[src/rtl/packed_lane_packer.sv]
// Stream-to-word packer: gathers LANE_W-bit elements into a
// [LANES-1:0][LANE_W-1:0] word with lane mask and count.
module packed_lane_packer #(
  parameter int LANES  = 4,
  parameter int LANE_W = 8
) (
  input  logic                         clk,
  input  logic                         rst_n,
  input  logic                         in_valid,
  output logic                         in_ready,
  input  logic [LANE_W-1:0]            in_data,
  input  logic                         in_last,
  output logic                         out_valid,
  input  logic                         out_ready,
  output logic [LANES*LANE_W-1:0]      out_data,
  output logic [LANES-1:0]             out_mask,
  output logic [$clog2(LANES+1)-1:0]   out_count
);

  localparam int IW = $clog2(LANES);
  localparam int CW = $clog2(LANES+1);
  localparam int DW = LANES*LANE_W;

  typedef enum logic {FILL, HOLD} state_t;

  state_t                          state;
  logic [IW-1:0]                   idx;
  logic [LANES-1:0][LANE_W-1:0]    data_q;
  logic                            in_xfer;
  logic                            out_xfer;
  logic                            close;

  assign in_ready = (state == FILL) || out_ready;
  assign in_xfer  = in_valid && in_ready;
  assign out_xfer = out_valid && out_ready;
  assign close    = in_last || (idx == IW'(LANES-1));
  assign out_data = data_q;

  always_ff @(posedge clk or negedge rst_n) begin
    if (!rst_n) begin
      state     <= FILL;
      idx       <= '0;
      data_q    <= '0;
      out_mask  <= '0;
      out_count <= '0;
      out_valid <= 1'b0;
    end else begin
      unique case (state)
        FILL: begin
          if (in_xfer) begin
            data_q[idx]   <= in_data;
            out_mask[idx] <= 1'b1;
            out_count     <= CW'(idx) + CW'(1);
            if (close) begin
              state     <= HOLD;
              out_valid <= 1'b1;
              idx       <= '0;
            end else begin
              idx <= idx + IW'(1);
            end
          end
        end
        HOLD: begin
          if (out_xfer) begin
            if (in_xfer) begin
              // zero-bubble bypass: new element opens the next word
              data_q    <= DW'(in_data);
              out_mask  <= LANES'(1);
              out_count <= CW'(1);
              if (in_last) begin
                idx <= '0;
              end else begin
                state     <= FILL;
                out_valid <= 1'b0;
                idx       <= IW'(1);
              end
            end else begin
              data_q    <= '0;
              out_mask  <= '0;
              out_count <= '0;
              state     <= FILL;
              out_valid <= 1'b0;
              idx       <= '0;
            end
          end
        end
      endcase
    end
  end

endmodule

[config.mk]
export PLATFORM = sky130hd
export DESIGN_NAME = packed_lane_packer
export DESIGN_NICKNAME = d
export VERILOG_FILES = /design/src/rtl/packed_lane_packer.sv
export SDC_FILE = /design/constraint.sdc
export NUM_CORES = 1
export LEC_CHECK = 0
export CORE_ASPECT_RATIO = 1.5
export CORE_MARGIN = 2
export CORE_UTILIZATION = 35
export DETAILED_ROUTE_END_ITERATION = 12
export PLACE_DENSITY_LB_ADDON = 0.05
export SYNTH_ARGS = -nofsm -noshare
export SYNTH_HDL_FRONTEND = slang
export SYNTH_SLANG_ARGS = --single-unit
[constraint.sdc]
create_clock -name clk -period 1.7 [get_ports clk]
set_clock_uncertainty 0.05 [all_clocks]
set_input_delay 0.34 -clock clk [delete_from_list [all_inputs] [get_ports clk]]
set_output_delay 0.34 -clock clk [all_outputs]
set_load 0.02 [all_outputs]
==> results of run 1 <==
[through the flow]
stage          TNS, ns    util  worst slack (ns)  hold WS (ns)  instances
3_3_place_gp    -1.612  0.5012           -0.1981        0.3898        282
3_5_place_dp    -2.065  0.5012           -0.1992        0.3949        282
2_1_floorplan        0       -            0.3040     -0.005591        150
4_1_cts              0  0.5266           0.01488       0.07819        290
5_1_grt              0  0.5295         0.0009390        0.1080        290
6_report             0  0.5295           0.02559       0.05555        290
[placed cells by master, fill, tap and decap left out]
master	n
o21ai_0	3
buf_2	1
dlymetal6s2s_1	6
dfrtp_1	43
nor3_1	1
nor2b_1	3
inv_1	10
a21bo_2	1
o221ai_1	1
clkbuf_8	5
a21oi_1	1
a31o_2	1
clkdlybuf4s50_1	44
nand2_4	1
mux2i_1	9
a31oi_1	1
nand2_1	15
and3b_1	3
buf_4	16
nor2_8	2
bufinv_16	2
o21ai_4	1
nand3_1	3
a22o_1	24
buf_12	2
and3_1	1
ha_1	4
a21boi_0	1
nor2_1	8
nor2_4	1
clkbuf_1	1
o31ai_1	2
a221oi_1	1
nand2b_1	2
dlygate4sd2_1	2
[cells in the mapped netlist (2+ instances only)]
library cell  instances  area (µm²)
nor2_1                8       30.03
nor2_8                2       40.04
dfrtp_1              43        1076
inv_1                10       37.54
and3b_1               3       26.28
mux2i_1               9       90.09
o21ai_0               3       15.01
nor2b_1               3       18.77
buf_6                 3       33.78
o31ai_1               2       15.01
nand2b_1              2       12.51
nand3_1               3       15.01
a22o_1               24       210.2
buf_2                 2       10.01
nand2_1              15       56.30
ha_1                  4       50.05
[power by group]
part,switching (mW),internal (mW)
Clock,0.335,0.587
Sequential,0.244,1.40
Combinational,1.12,1.11
Total,1.70,3.10
[flip-flops by register name, summed over array words and instances (netlist names)]
name	count
out_valid	1
idx	2
state	1
out_mask	4
out_count	3
out_data	32
[area by class of cell]
class | instances | area (µm²) | area share
clock inverters | 2 | 60.06 | 0.02213
multi-input cells | 90 | 684.4 | 0.2522
well taps | 68 | 85.08 | 0.03135
repair buffers | 71 | 698.2 | 0.2573
clock buffers | 6 | 72.57 | 0.02674
flip-flops and latches | 43 | 1076 | 0.3965
inverters | 10 | 37.54 | 0.01383
[per-layer routing]
metal / part of all wire / vias up / global-route usage
li1: - / 672 / -
met1: 0.42 / 684 / 0.1797
met2: 0.54 / 31 / 0.2930
met3: 0.033 / 6 / 0.02527
met4: 0.014 / 0 / 0.05435
met5: 0 / - / 0
[cells by family (layout without fill, tap and decap cells)]
kind of cell,count (synthesis),after routing,share of synthesized area
flops,43,43,0.5807
simple gates,40,40,0.1256
compound gates,37,37,0.1681
buf+inv,17,89,0.04997
mux,9,9,0.04862
fa+ha+maj,4,4,0.02701
[worst paths after layout]
check	from	endpoint	slack, ns	cells after the start
hold / removal	rst_n	out_data[18]	0.06	2
max in group asynchronous	rst_n	out_data[31]	1.16	2
setup / recovery	out_data[12]	out_data[12]	0.03	1
setup reg to reg	idx[0]	out_data[29]	0.18	4
min in group clk	out_data[11]	out_data[11]	0.45	1
hold reg to reg	out_data[11]	out_data[11]	0.45	1
[what timing repair did]
action                                 in CTS  in global routing
pin swaps                                   0                  0
setup endpoints to repair                   2                  6
resized for setup                           2                  6
endpoints found under the hold margin       0                  0
==> flow_summary.toml, run 1 <==
[worst_setup_path]
cp_cell_sequence = "clkdlybuf4s50_1"
crit_buf_inv = 1
arrival_ns = 1.28
cpLargestDelayFamily = "buffers and inverters"
endpoint_kind = "output port"
worstSetupPathType = "reg2out"
worstPathMaxFanout = 2
slowest_delay_ns = 0.61
cp_slowest_cell = "clkdlybuf4s50_1"
cp.required_ns = 1.31
cp-start-kind = "register"

[floorplanning]
initial_core_util = 0.3616
die_h_um = 93.12
die-area_um2 = 5904
num_io_pins = 54
core_um2 = 5125
die_w_um = 63.41
rows = 32

[synthesis]
async_flop_share = 1.000
yosysWarningCount = 0
synth.cell_area_um2 = 1853
synth_seq_cells = 43
synth_nets = 167
synth_ff_type = "dfrtp_1"
synth_edf_count = 0
syn_inst = 150
syn-mean-instance-area_um2 = 12.35
ys_seq_area_frac = 0.5807
yosysUniqueCellTypes = 30

[sta]
fin_crit_sh = 0.9849
final_period_minus_worst_setup_slack_ns = 1.674
clock.fmax_mhz = 597.2
hold_violations = 0
rsz0062_at_grt = "no"
slew_viol_final = 0
setup_viol = 0
tightest_slew_ns = 0.5436
slew_headroom = 0.6376

[placement]
port_buffers = 53
post_dp_cell_area_um2 = 2569
hpwlAfterDp_um = 3278
place_congestion = 0.7710

[power_and_ir_drop]
p_total_mw = 4.800
peakVddDrop_mv = 0.7286
powerDensity_nw_per_um2 = 1769
p_leak_nw = 1.354

[cts]
path_clk_slew_ns = 0.08
cts_max_level = 2
cts_max_path_buffers = 2
cts_inserted_buffers = 5
cts_hold_buffers = 0
clock_sinks = 43
clock_latency_ns = 0.28
post_cts.repair.setup_buffers = 0
cts_tree = "yes"
clock-root-buffer = "clkbuf_8"

[final_layout]
nets = 238
nFillCells = 494
area_growth_syn_to_layout_pct = 46.45
drive_gt1_frac = 0.1486
fin_area_um2 = 2714
antenna_cells = 0

[worst_hold_path]
hp-class = "in2async"

[routing]
ant_nets = 0
drt-pass1-iter-count = 4
drt_iter0_markers = 37
drt_wl_total_um = 4417
wl_per_cell_um = 15.23
num_vias = 1393
vias_per_cell = 4.803
drc_errors = 0

[global_route]
grt_util_all_layers = 0.1574
grt_pass1_wl_um = 7203
grt_pass1_vias = 1438
overflow = 0
grt_max_degree = 44
antenna_found_initial = 0

[job]
max_cap_viol_count = 0

[outcome]
status = "finished, final reports clean"
Note: power is estimated with default switching activity, not from simulation.
==> inputs of run 2 (changes only) <==
- HOLD_SLACK_MARGIN: unset -> 0.05
- clock period: 1.7 -> 1.42 ns (I/O delays scaled with it)
==> run 2 against run 1 <==
Against the previous run:
- the flow now finishes with violations (negative setup slack)
- clock power is 21% higher
- cell area is 6.4% higher
- sequential cell count stayed put
- core utilization rose by 3.4 points
- clock-buffer cell count unchanged
- sequential share of layout area fell by 2.3 points
- cell count increased by 4.8%
- largest power group unchanged
==> flow_summary.toml, run 2 (synthesized netlist as in run 1, its figures left out) <==
[floorplanning]
initial_core_util = 0.3616
die_w_um = 63.41
die-area_um2 = 5904
num_io_pins = 54
rows = 32
die_h_um = 93.12
core_um2 = 5125

[global_route]
antenna_found_initial = 0
grt_pass1_wl_um = 7990
grt_max_degree = 29
grt_util_all_layers = 0.1739
grt_pass1_vias = 1545
overflow = 0

[cts]
cts_tree = "yes"
clock_latency_ns = 0.29
cts_max_path_buffers = 2
cts_max_level = 2
path_clk_slew_ns = 0.08
clock-root-buffer = "clkbuf_8"
clock_sinks = 43
cts_inserted_buffers = 5

[worst_setup_path]
cp-start-kind = "input pin"
endpoint_kind = "register"
crit_start = "out_ready"
cp.required_ns = 1.53
worstPathMaxFanout = 5
worstSetupPathType = "in2reg"
reg2reg_from = "idx[1]"
arrival_ns = 1.59
reg2reg_slack_ns = -0.04

[final_layout]
layout_commonest_cell = "dfrtp_1"
largest_reg_flops = 32
nets = 252
final_cell_mix = "dfrtp_1 (41), dlygate4sd2_1 (39), a22o_1 (24)"
nFillCells = 502
drive_gt1_frac = 0.2669
antenna_cells = 0
fin_area_um2 = 2887
area_growth_syn_to_layout_pct = 55.77
final_cells = 304

[sta]
setup_viol = 32
rsz0062_at_grt = "yes"
fin_ws_ns = -0.06040
fin_crit_sh = 1.043
hold_slack_ns = 0.3938
slew_headroom = 0.7345
final_period_minus_worst_setup_slack_ns = 1.480
tightest_slew_ns = 0.3983
hold_violations = 0
slew_viol_final = 0
clock.fmax_mhz = 675.5
fin_tns_setup_ns = -0.6811

[power_and_ir_drop]
p_leak_nw = 1.511
peakVddDrop_mv = 0.8880
powerDensity_nw_per_um2 = 2046

[routing]
num_vias = 1494
vias_per_cell = 4.914
drc_errors = 0
drt-pass1-iter-count = 4
drt_wl_total_um = 4749
ant_nets = 0
drt_iter0_markers = 37
wl_per_cell_um = 15.62

[outcome]
violations = "negative setup slack"
status = "complete, but fails checks"

[placement]
preCtsSetupSlack_ns = -0.3766
dp.cells = 289
post_dp_cell_area_um2 = 2646
hpwlAfterDp_um = 3424
port_buffers = 53
place_congestion = 0.7558

[worst_hold_path]
hp-class = "in2async"

[job]
max_cap_viol_count = 0
-- run 2: changes by cell type in the layout (fill, tap and decap cells not counted), sizes merged --
cell	before	now
buf	19	33
clkdlybuf4s50	44	10
clkbuf	6	7
dlymetal6s2s	6	1
dlygate4sd3	0	1
dlygate4sd2	2	39
-- run 2: per-stage QoR --
stage	power [mW]	util
2_1_floorplan	3.413	-
3_3_place_gp	4.853	0.5164
3_5_place_dp	4.893	0.5164
4_1_cts	5.889	0.5576
5_1_grt	6.258	0.5632
6_report	5.905	0.5632
-- run 2: path summary, 6_finish.rpt --
check,endpoint,cells past startpoint
worst max-delay path,idx[0],6
worst min-delay path,out_data[18],2
worst max register to register,out_data[15],5
worst min register to register,out_data[22],1
max in group asynchronous,out_valid,3
min in group clk,out_data[22],1
-- run 2: area by class of cell --
type	instances	area, µm²	area share
Clock inverter	2	60.06	0.02081
Clock buffer	6	72.57	0.02514
Tap cell	68	85.08	0.02948
Multi-Input combinational cell	90	754.5	0.2614
Sequential cell	43	1079	0.3736
Timing Repair Buffer	85	793.3	0.2748
Inverter	10	42.54	0.01474
-- run 2: routing by layer --
| metal | wire length [µm] | track usage |
|---|---|---|
| met5 | 0 | 0 |
| met1 | 1905 | 0.2087 |
| met2 | 2623 | 0.3158 |
| met3 | 158 | 0.03008 |
| met4 | 61 | 0.04891 |
-- run 2: where the power goes --
| group | switching [mW] | internal [mW] | total, mW |
|---|---|---|---|
| Combinational | 1.46 | 1.34 | 2.80 |
| Clock | 0.419 | 0.703 | 1.12 |
| Sequential | 0.308 | 1.68 | 1.99 |
-- run 2: critical path: stages --
cell and delay [ns]:
clkdlybuf4s50_1 0.41, buf_4 0.15, and3_1 0.20, buf_12 0.15
o21ai_0 0.28, o31ai_2 0.12
-- run 2: what timing repair did --
item,CTS,global route
pin swaps,18,11
buffers inserted,6,2
hold buffers,1,0
endpoints found under the hold margin,15,0
setup endpoints to repair,74,42
gates cloned,0,0
gates resized for setup,63,12
==> inputs of run 3 (changes only) <==
- clock period: 1.42 -> 1.8 ns (I/O delays scaled with it)
==> run 3 against run 2 <==
Against the previous run:
- via count shrank 6.8%
- routed wire length down 6.6%
- core utilization shrank 3.5 points
- total power shrank 23%
- worst hold slack worse by 0.32 ns
- critical path depth fell by 5
- combinational power fell by 23%
- largest power group unchanged
- sequential share of layout area up 2.4 points
- the flow now finishes without violations
- first-iteration DRC count grew 84%
- die area unchanged
- clock power fell by 22%
- clock-buffer cell count did not move
==> flow_summary.toml, run 3 (synthesized netlist as in run 1, its figures left out) <==
[outcome]
status = "finished, final reports clean"

[final_layout]
nets = 237
area_growth_syn_to_layout_pct = 45.98
antenna_cells = 0
largest_reg_flops = 32
final_cell_mix = "clkdlybuf4s50_1 (51), dfrtp_1 (43), a22o_1 (24)"
drive_gt1_frac = 0.1448
layout_commonest_cell = "clkdlybuf4s50_1"

[worst_setup_path]
reg2reg_to = "out_data[30]"
crit_buf_inv = 1
worstPathMaxFanout = 6
endpoint_kind = "output port"
arrival_ns = 1.34
cp_slowest_cell = "clkdlybuf4s50_1"
reg2reg_slack_ns = 0.27
cp.required_ns = 1.39
cp_cell_sequence = "clkdlybuf4s50_1"
path_depth = 1
slowest_delay_ns = 0.63
cpLargestDelayFamily = "buffers and inverters"
reg2reg_from = "idx[0]"
cp-start-kind = "register"
rr_worst_depth = 4
worstSetupPathType = "reg2out"

[job]
max_cap_viol_count = 0

[global_route]
overflow = 0
grt_util_all_layers = 0.1677
antenna_found_initial = 0
grt_pass1_vias = 1468
grt_pass1_wl_um = 7576
grt_max_degree = 44

[routing]
ant_nets = 0
vias_per_cell = 4.820
drc_errors = 0
drt_wl_total_um = 4434
drt-pass1-iter-count = 4
drt_iter0_markers = 68
num_vias = 1393
wl_per_cell_um = 15.34

[sta]
clock.fmax_mhz = 572.7
slew_headroom = 0.6470
slew_viol_final = 0
hold_violations = 0
fin_ws_ns = 0.05379
final_period_minus_worst_setup_slack_ns = 1.746
fin_crit_sh = 0.9701
rsz0062_at_grt = "no"
tightest_slew_ns = 0.5295
setup_viol = 0

[placement]
place_congestion = 0.7450
preCtsSetupSlack_ns = -0.1516
port_buffers = 53
hpwlAfterDp_um = 3315

[floorplanning]
initial_core_util = 0.3616
die_w_um = 63.41
die_h_um = 93.12
num_io_pins = 54
die-area_um2 = 5904
core_um2 = 5125
rows = 32

[cts]
cts_tree = "yes"
cts_max_path_buffers = 2
cts_max_level = 2
path_clk_slew_ns = 0.08
clock_latency_ns = 0.29
clock_sinks = 43
cts_inserted_buffers = 5
post_cts.repair.setup_buffers = 0
clock-root-buffer = "clkbuf_8"

[power_and_ir_drop]
peakVddDrop_mv = 0.7991
p_leak_nw = 1.269
p_total_mw = 4.575
powerDensity_nw_per_um2 = 1691

[worst_hold_path]
hp-class = "in2async"
==> run 3: how the worst max path moves through the flow <==
stage / start / to
6_report: out_valid / out_valid
4_1_cts: out_valid / out_valid
3_3_place_gp: out_ready / in_ready
3_5_place_dp: out_ready / in_ready
2_1_floorplan: idx[0] / out_data[24]
5_1_grt: out_valid / out_valid
==> run 3: stage by stage <==
| stage | TNS [ns] | utilization | hold WS [ns] | std cells | area (µm²) |
|---|---|---|---|---|---|
| global route | 0 | 0.5278 | 0.1116 | 289 | 2705 |
| detailed placement | -0.6302 | 0.5022 | 0.4107 | 281 | 2574 |
| floorplan | 0 | - | 0.01441 | 150 | 1853 |
| global placement | -0.1546 | 0.5022 | 0.4046 | 281 | 2574 |
| finish | 0 | 0.5278 | 0.07254 | 289 | 2705 |
| CTS | 0 | 0.5278 | 0.09223 | 289 | 2705 |
==> run 3: area by class of cell <==
class / instances / area [µm²]
Clock inverter: 2 / 60.06
Tap cell: 68 / 85.08
Timing Repair Buffer: 70 / 689.4
Multi-Input combinational cell: 90 / 684.4
Sequential cell: 43 / 1076
Fill cell: 474 / 2420
Inverter: 10 / 37.54
Clock buffer: 6 / 72.57
==> run 3: power by group <==
part,internal (mW),switching (mW)
Combinational,1.08,1.07
Clock,0.555,0.321
Sequential,1.32,0.229
==> run 3: repair_timing <==
action,4_1_cts,5_1_grt
resized for setup,1,0
hold buffers,0,0
setup endpoints to repair,1,0
==> run 3: routing by layer <==
| layer | routed length, µm | vias up | track usage |
|---|---|---|---|
| met4 | 66 | 0 | 0.05978 |
| met3 | 144 | 6 | 0.02888 |
| met5 | 0 | - | 0 |
| li1 | - | 668 | - |
| met1 | 1773 | 688 | 0.1948 |
| met2 | 2450 | 31 | 0.3061 |
